### src/rtl/rv_pipe_pkg.sv
// Shared encodings for the five-stage pipeline control logic.
// Latency: n/a (types and constants only).
// Backpressure: n/a.
package rv_pipe_pkg;

    // EX operand source select
    typedef enum logic [1:0] {
        FWD_RF  = 2'b00,
        FWD_MEM = 2'b01,
        FWD_WB  = 2'b10
    } fwd_sel_t;

    // Hazard sequencer states
    typedef enum logic [1:0] {
        RUN   = 2'b00,
        STALL = 2'b01,
        FLUSH = 2'b10
    } hz_state_t;

    // Legal data-memory read latency range
    localparam int MEM_LAT_MIN = 1;
    localparam int MEM_LAT_MAX = 4;

    // Worst case is an un-forwarded load: MEM_LAT_MAX + 1 bubbles
    localparam int STALL_CNT_W = 3;

endpackage

### src/rtl/rv_sat_counter.sv
// Saturating event counter: counts i_inc cycles, holds at all-ones.
// Latency: count reflects an event one cycle after it occurs.
// Backpressure: none; never stalls, never wraps.
//
// Ports: i_clk, i_reset_n (async active-low), i_inc (count this cycle),
//        o_count [CNT_W-1:0].
module rv_sat_counter #(
    parameter int CNT_W = 32
) (
    input  logic             i_clk,
    input  logic             i_reset_n,
    input  logic             i_inc,
    output logic [CNT_W-1:0] o_count
);

    always_ff @(posedge i_clk or negedge i_reset_n) begin
        if (!i_reset_n) begin
            o_count <= '0;
        end else if (i_inc && (o_count != '1)) begin
            o_count <= o_count + 1'b1;
        end
    end

endmodule

### src/rtl/rv_hazard_unit.sv
// Hazard / forwarding / flush controller for the five-stage RISC-V pipeline.
// Latency: stall, flush and forward outputs are combinational (0 cycles); counters lag 1 cycle.
// Backpressure: holds PC and IF/ID and bubbles ID/EX for the required cycles; taken branch overrides.
//
// Ports: i_clk, i_reset_n (async active-low); ID sources/use bits; ID/EX, EX/MEM, MEM/WB
//        destinations and write/load controls; i_ex_branch_taken.  Outputs: o_pc_stall,
//        o_if_id_stall, o_id_ex_bubble, o_if_id_flush, o_fwd_a/o_fwd_b, o_stall_cycles,
//        o_flush_events.
// Build option: RV_FORWARD_EN enables EX operand forwarding (only load-use then stalls);
//        without it forwards are tied to the register file and every RAW hazard stalls.
module rv_hazard_unit
    import rv_pipe_pkg::*;
#(
    parameter int XLEN    = 32,
    parameter int RADDR_W = 5,
    parameter int MEM_LAT = 1,
    parameter int CNT_W   = 32
) (
    input  logic               i_clk,
    input  logic               i_reset_n,
    input  logic [RADDR_W-1:0] i_id_rs1,
    input  logic [RADDR_W-1:0] i_id_rs2,
    input  logic               i_id_rs1_used,
    input  logic               i_id_rs2_used,
    input  logic [RADDR_W-1:0] i_ex_rd,
    input  logic               i_ex_reg_write,
    input  logic               i_ex_mem_read,
    input  logic [RADDR_W-1:0] i_ex_rs1,
    input  logic [RADDR_W-1:0] i_ex_rs2,
    input  logic [RADDR_W-1:0] i_mem_rd,
    input  logic               i_mem_reg_write,
    input  logic [RADDR_W-1:0] i_wb_rd,
    input  logic               i_wb_reg_write,
    input  logic               i_ex_branch_taken,
    output logic               o_pc_stall,
    output logic               o_if_id_stall,
    output logic               o_id_ex_bubble,
    output logic               o_if_id_flush,
    output logic [1:0]         o_fwd_a,
    output logic [1:0]         o_fwd_b,
    output logic [CNT_W-1:0]   o_stall_cycles,
    output logic [CNT_W-1:0]   o_flush_events
);

    if (MEM_LAT < MEM_LAT_MIN || MEM_LAT > MEM_LAT_MAX) begin : g_bad_mem_lat
        $error("rv_hazard_unit: MEM_LAT must be within 1..4");
    end
    // Counters are read through CSR pairs, so anything wider than 2*XLEN is unreadable
    if (CNT_W < 1 || CNT_W > 2 * XLEN) begin : g_bad_cnt_w
        $error("rv_hazard_unit: CNT_W must be within 1..2*XLEN");
    end

    localparam logic [STALL_CNT_W-1:0] CNT_ONE = STALL_CNT_W'(1);

    hz_state_t                state;
    logic [STALL_CNT_W-1:0]   stall_cnt;
    logic [STALL_CNT_W-1:0]   bubbles;
    logic                     ex_hit;
    logic                     stall_active;
    logic                     stall_c;
    logic                     bubble_c;
    logic                     flush_c;
    fwd_sel_t                 fwd_a;
    fwd_sel_t                 fwd_b;

    // ID reads a register the instruction in EX is about to write; x0 is never a hazard
    assign ex_hit = i_ex_reg_write && (i_ex_rd != '0) &&
                    ((i_id_rs1_used && (i_id_rs1 == i_ex_rd)) ||
                     (i_id_rs2_used && (i_id_rs2 == i_ex_rd)));

`ifdef RV_FORWARD_EN
    localparam logic [STALL_CNT_W-1:0] LOAD_BUBBLES = STALL_CNT_W'(MEM_LAT);

    function automatic fwd_sel_t pick_src(
        input logic [RADDR_W-1:0] rs,
        input logic               mem_wr,
        input logic [RADDR_W-1:0] mem_rd,
        input logic               wb_wr,
        input logic [RADDR_W-1:0] wb_rd
    );
        // EX/MEM holds the younger value, so it wins over MEM/WB
        if (rs == '0)                        return FWD_RF;
        else if (mem_wr && (mem_rd == rs))   return FWD_MEM;
        else if (wb_wr && (wb_rd == rs))     return FWD_WB;
        else                                 return FWD_RF;
    endfunction

    always_comb begin
        fwd_a = pick_src(i_ex_rs1, i_mem_reg_write, i_mem_rd, i_wb_reg_write, i_wb_rd);
        fwd_b = pick_src(i_ex_rs2, i_mem_reg_write, i_mem_rd, i_wb_reg_write, i_wb_rd);
    end

    // Only a load result arrives too late to forward
    always_comb begin
        bubbles = '0;
        if (ex_hit && i_ex_mem_read) bubbles = LOAD_BUBBLES;
    end
`else
    localparam logic [STALL_CNT_W-1:0] EX_ALU_BUBBLES  = STALL_CNT_W'(2);
    localparam logic [STALL_CNT_W-1:0] EX_LOAD_BUBBLES = STALL_CNT_W'(MEM_LAT + 1);

    logic mem_hit;
    logic unused_fwd_inputs;

    assign unused_fwd_inputs = ^{i_ex_rs1, i_ex_rs2, i_wb_rd, i_wb_reg_write};

    assign mem_hit = i_mem_reg_write && (i_mem_rd != '0) &&
                     ((i_id_rs1_used && (i_id_rs1 == i_mem_rd)) ||
                      (i_id_rs2_used && (i_id_rs2 == i_mem_rd)));

    always_comb begin
        fwd_a = FWD_RF;
        fwd_b = FWD_RF;
    end

    // Wait until the writer has passed WB (write-first regfile makes WB itself safe).
    // An EX writer always needs more bubbles than a MEM writer, so it takes priority.
    always_comb begin
        bubbles = '0;
        if (ex_hit)       bubbles = i_ex_mem_read ? EX_LOAD_BUBBLES : EX_ALU_BUBBLES;
        else if (mem_hit) bubbles = CNT_ONE;
    end
`endif

    assign stall_active = (state == STALL) && (stall_cnt != '0);

    // Branch squash beats any stall; otherwise stall while sequencing or on a fresh hazard
    always_comb begin
        stall_c  = 1'b0;
        bubble_c = 1'b0;
        flush_c  = 1'b0;
        if (i_ex_branch_taken) begin
            flush_c  = 1'b1;
            bubble_c = 1'b1;
        end else if (stall_active || (bubbles != '0)) begin
            stall_c  = 1'b1;
            bubble_c = 1'b1;
        end
    end

    always_ff @(posedge i_clk or negedge i_reset_n) begin
        if (!i_reset_n) begin
            state     <= RUN;
            stall_cnt <= '0;
        end else if (i_ex_branch_taken) begin
            state     <= FLUSH;
            stall_cnt <= '0;
        end else if (stall_active) begin
            stall_cnt <= stall_cnt - 1'b1;
            state     <= (stall_cnt == CNT_ONE) ? RUN : STALL;
        end else if (bubbles > CNT_ONE) begin
            // This cycle is the first bubble; STALL covers the rest
            stall_cnt <= bubbles - 1'b1;
            state     <= STALL;
        end else begin
            state     <= RUN;
        end
    end

    // Reset forces every control output low at once, even with hazard inputs present
    assign o_pc_stall     = i_reset_n & stall_c;
    assign o_if_id_stall  = i_reset_n & stall_c;
    assign o_id_ex_bubble = i_reset_n & bubble_c;
    assign o_if_id_flush  = i_reset_n & flush_c;
    assign o_fwd_a        = i_reset_n ? fwd_a : FWD_RF;
    assign o_fwd_b        = i_reset_n ? fwd_b : FWD_RF;

    rv_sat_counter #(.CNT_W(CNT_W)) u_stall_cnt (
        .i_clk     (i_clk),
        .i_reset_n (i_reset_n),
        .i_inc     (o_pc_stall),
        .o_count   (o_stall_cycles)
    );

    rv_sat_counter #(.CNT_W(CNT_W)) u_flush_cnt (
        .i_clk     (i_clk),
        .i_reset_n (i_reset_n),
        .i_inc     (o_if_id_flush),
        .o_count   (o_flush_events)
    );

endmodule

### config.mk
export PLATFORM = sky130hd
export DESIGN_NAME = rv_hazard_unit
export DESIGN_NICKNAME = d
export VERILOG_FILES = /design/src/rtl/rv_pipe_pkg.sv /design/src/rtl/rv_sat_counter.sv /design/src/rtl/rv_hazard_unit.sv
export SDC_FILE = /design/constraint.sdc
export NUM_CORES = 1
export LEC_CHECK = 0
export BUFFER_PORTS_ARGS = -buffer_cell sky130_fd_sc_hd__buf_4
export CORE_MARGIN = 2
export CORE_UTILIZATION = 25
export CTS_BUF_LIST = sky130_fd_sc_hd__clkbuf_4 sky130_fd_sc_hd__clkbuf_8
export CTS_CLUSTER_SIZE = 8
export DETAILED_ROUTE_END_ITERATION = 6
export HOLD_SLACK_MARGIN = 0.05
export PLACE_DENSITY = 0.47
export SLEW_MARGIN = 25
export SYNTH_ARGS = -nofsm -noshare
export SYNTH_HDL_FRONTEND = slang
export SYNTH_SLANG_ARGS = --single-unit
### constraint.sdc
create_clock -name i_clk -period 2.1 [get_ports i_clk]
set_input_delay 0.42 -clock i_clk [delete_from_list [all_inputs] [get_ports i_clk]]
set_output_delay 0.42 -clock i_clk [all_outputs]
set_load 0.01 [all_outputs]
==> results.json <==
{
  "layout.cells.non_filler": 678,
  "ys.flop_type": "dfrtp_1",
  "yosysWarnings": 0,
  "area_delta_synth_final_pct": 43.17,
  "fin_ws_ps": -212.5,
  "grt_pass1_wl_um": 14810,
  "grt_use_total": 0.1238,
  "final_common_cell": "buf_4",
  "final_cell_mix": "148 x buf_4, 68 x dfrtp_1, 64 x xnor2_1",
  "via_per_inst": 4.440,
  "dpl_cell_area_um2": 4856,
  "postSynthAreaPerCell_um2": 10.59,
  "drv_cap": 0,
  "fin_crit_ps": 2312,
  "cts_root_buffer": "clkbuf_8",
  "drive_gt1_frac": 0.3755,
  "hold_slack_ps": 120.9,
  "failed_checks": "setup timing",
  "arrival_ps": 1890,
  "die_w_um": 124.0,
  "ys_ff_latch": 69,
  "fp.dieArea_um2": 15380,
  "place_inst": 657,
  "io_pins": 116,
  "hold_path.class": "input port to asynchronous set/reset pin",
  "h-tree-depth": 3,
  "rsz0062_at_grt": "true",
  "seqPwrFrac": 0.464,
  "gr-total-overflow": 0,
  "io_buffers": 94,
  "dieHeight_um": 124.0,
  "core_area_um2": 13990,
  "drt_drc_violations_left": 0,
  "slew_headroom": 0.6262,
  "clk_pin_slew_worst_paths_ps": 70,
  "synth_cell_types": 39,
  "cts_hold_buf": 0,
  "yosysTopAreaCell": "dfrtp_1",
  "n_antenna_cell": 0,
  "path_max_fanout": 3,
  "p_sw_uw": 804.6,
  "grt_pass1_vias": 3043,
  "power.leakage_nw": 2.535,
  "synth_area_um2": 3602,
  "nets": 544,
  "cp.required_ps": 1680,
  "maxClockFrequency_ghz": 0.4324,
  "wl_per_cell_um": 13.39,
  "comb_power_share": 0.176,
  "drt_iter0_drc": 113,
  "seq_area_frac_synth": 0.4793,
  "drt_first_pass_iters": 4,
  "cts_buffers": 9,
  "cp-end-kind": "primary output",
  "pwr-share-clk": 0.361,
  "outcome": "complete, but fails checks",
  "final-setup-viol-count": 3,
  "hold_viol": 0,
  "dp_hpwl_um": 6812,
  "setup.worst_path.class": "input port to primary output",
  "synth_edf_count": 0,
  "place_congestion": 0.7618,
  "cts_tree": "built",
  "final_area_um2": 5157,
  "ant_nets": 0,
  "synth_area_leaders": "dfrtp_1 48%, xnor2_1 16%, nand4_1 4.7%, xor2_1 4.4%, and3_1 3.8%",
  "syn_inst": 340,
  "drv_slew": 0,
  "p_sw_frac": 0.2563,
  "ir_drop_v": 0.0003080,
  "grt_max_degree": 43,
  "finalCritPeriodShare": 1.101,
  "netlist.area_leader.share": 0.4793,
  "cellPowerDensity_nw_per_um2": 608.6,
  "p_int_mw": 2.334,
  "cts_sinks": 69,
  "cts_max_path_buffers": 2,
  "wl_um": 9081,
  "clk_latency_ps": 350,
  "initial_core_util": 0.2575,
  "synthArstFlopShare": 1.000,
  "placementRows": 43,
  "final.fill_count": 1442,
  "tightest_slew_ps": 560.8,
  "skew_ps": 10.34,
  "start_kind": "input port",
  "final.setup.tns_ps": -592.6,
  "vias": 3010,
  "grt_antenna_before_repair": 0,
  "p_total_mw": 3.139
}
-- cells by family after synthesis --
group | Yosys count | share of synthesized area
buffers and inverters | 19 | 0.03369
AND/OR/NAND/NOR | 146 | 0.2272
other | 1 | 0.001041
adder cells (fa/ha/maj) | 5 | 0.01737
flip-flops | 69 | 0.4793
multiplexers | 2 | 0.006252
AO/OA/AOI/OAI | 16 | 0.03578
XOR/XNOR | 82 | 0.1994
-- synthesized netlist by cell type, drive strengths merged, types with 2 or more instances --
master and n:
nand3 21, and3 22, mux2 2, nor2 22, inv 7, xor2 18, nand2 30, and2 2
dfrtp 69, xnor2 64, buf 10, o21a 3, a31o 2, nand4 28, a21oi 4, or4 2
nor3 7, o22ai 2, ha 5, and4 4, clkbuf 2
-- final timing paths --
check | startpoint | end | slack (ps) | depth (start not counted)
max in group asynchronous | i_reset_n | u_flush_cnt.o_count[6] | 1510 | 2
max | i_ex_rd[1] | o_if_id_stall | -210 | 7
min in group i_clk | i_ex_branch_taken | state[1] | 250 | 1
min reg2reg | u_flush_cnt.o_count[12] | u_flush_cnt.o_count[12] | 500 | 1
min | i_reset_n | u_stall_cnt.o_count[17] | 120 | 2
max reg2reg | stall_cnt[0] | u_stall_cnt.o_count[9] | 20 | 10
-- area by class of cell --
| cell class | count | area, um2 | area share |
|---|---|---|---|
| clock inverter | 1 | 30.03 | 0.005822 |
| inverter | 7 | 26.28 | 0.005095 |
| timing repair buffer | 153 | 1167 | 0.2263 |
| tap | 180 | 225.2 | 0.04367 |
| sequential | 69 | 1728 | 0.3350 |
| clock buffer | 13 | 172.7 | 0.03348 |
| multi-input combinational | 255 | 1808 | 0.3506 |
-- registers in the layout, summed over array words and instances (netlist names) --
name,flops
u_flush_cnt.o_count,32
state,2
u_stall_cnt.o_count,32
stall_cnt,3
-- worst max-delay path, cell delays in order --
cell and delay, ps:
buf_6 90, or4_1 500, o21a_1 230, a221oi_4 330, buf_6 150, nor2_4 40, buf_6 120
-- power groups by stage --
stage	sequential [mW]	clock, mW	combinational [mW]
finish	1.46	1.13	0.551
global route	1.47	1.25	0.610
CTS	1.46	1.19	0.552
detailed placement	1.48	0	0.546
global placement	1.48	0	0.539
floorplan	1.53	0	0.177
-- routing by layer --
layer | global-route usage | part of all wire | up-vias
met2 | 0.1916 | 0.46 | 71
met1 | 0.1644 | 0.47 | 1448
met5 | 0 | 0 | -
li1 | - | - | 1479
met3 | 0.03388 | 0.057 | 12
met4 | 0.04846 | 0.013 | 0
-- through the flow --
step / setup slack (ps) / utilization
2_1_floorplan: -124.8 / -
3_3_place_gp: -355.0 / 0.3471
3_5_place_dp: -368.4 / 0.3471
4_1_cts: -259.0 / 0.3638
5_1_grt: -286.4 / 0.3687
6_report: -212.5 / 0.3687
-- what timing repair did --
action                                 in CTS  in global routing
setup buffers                               2                  6
pin swaps                                   5                 12
setup endpoints to repair                   3                 36
resized for setup                           4                  7
endpoints found under the hold margin       0                  0
No activity file was read; power rests on OpenSTA's default activity.
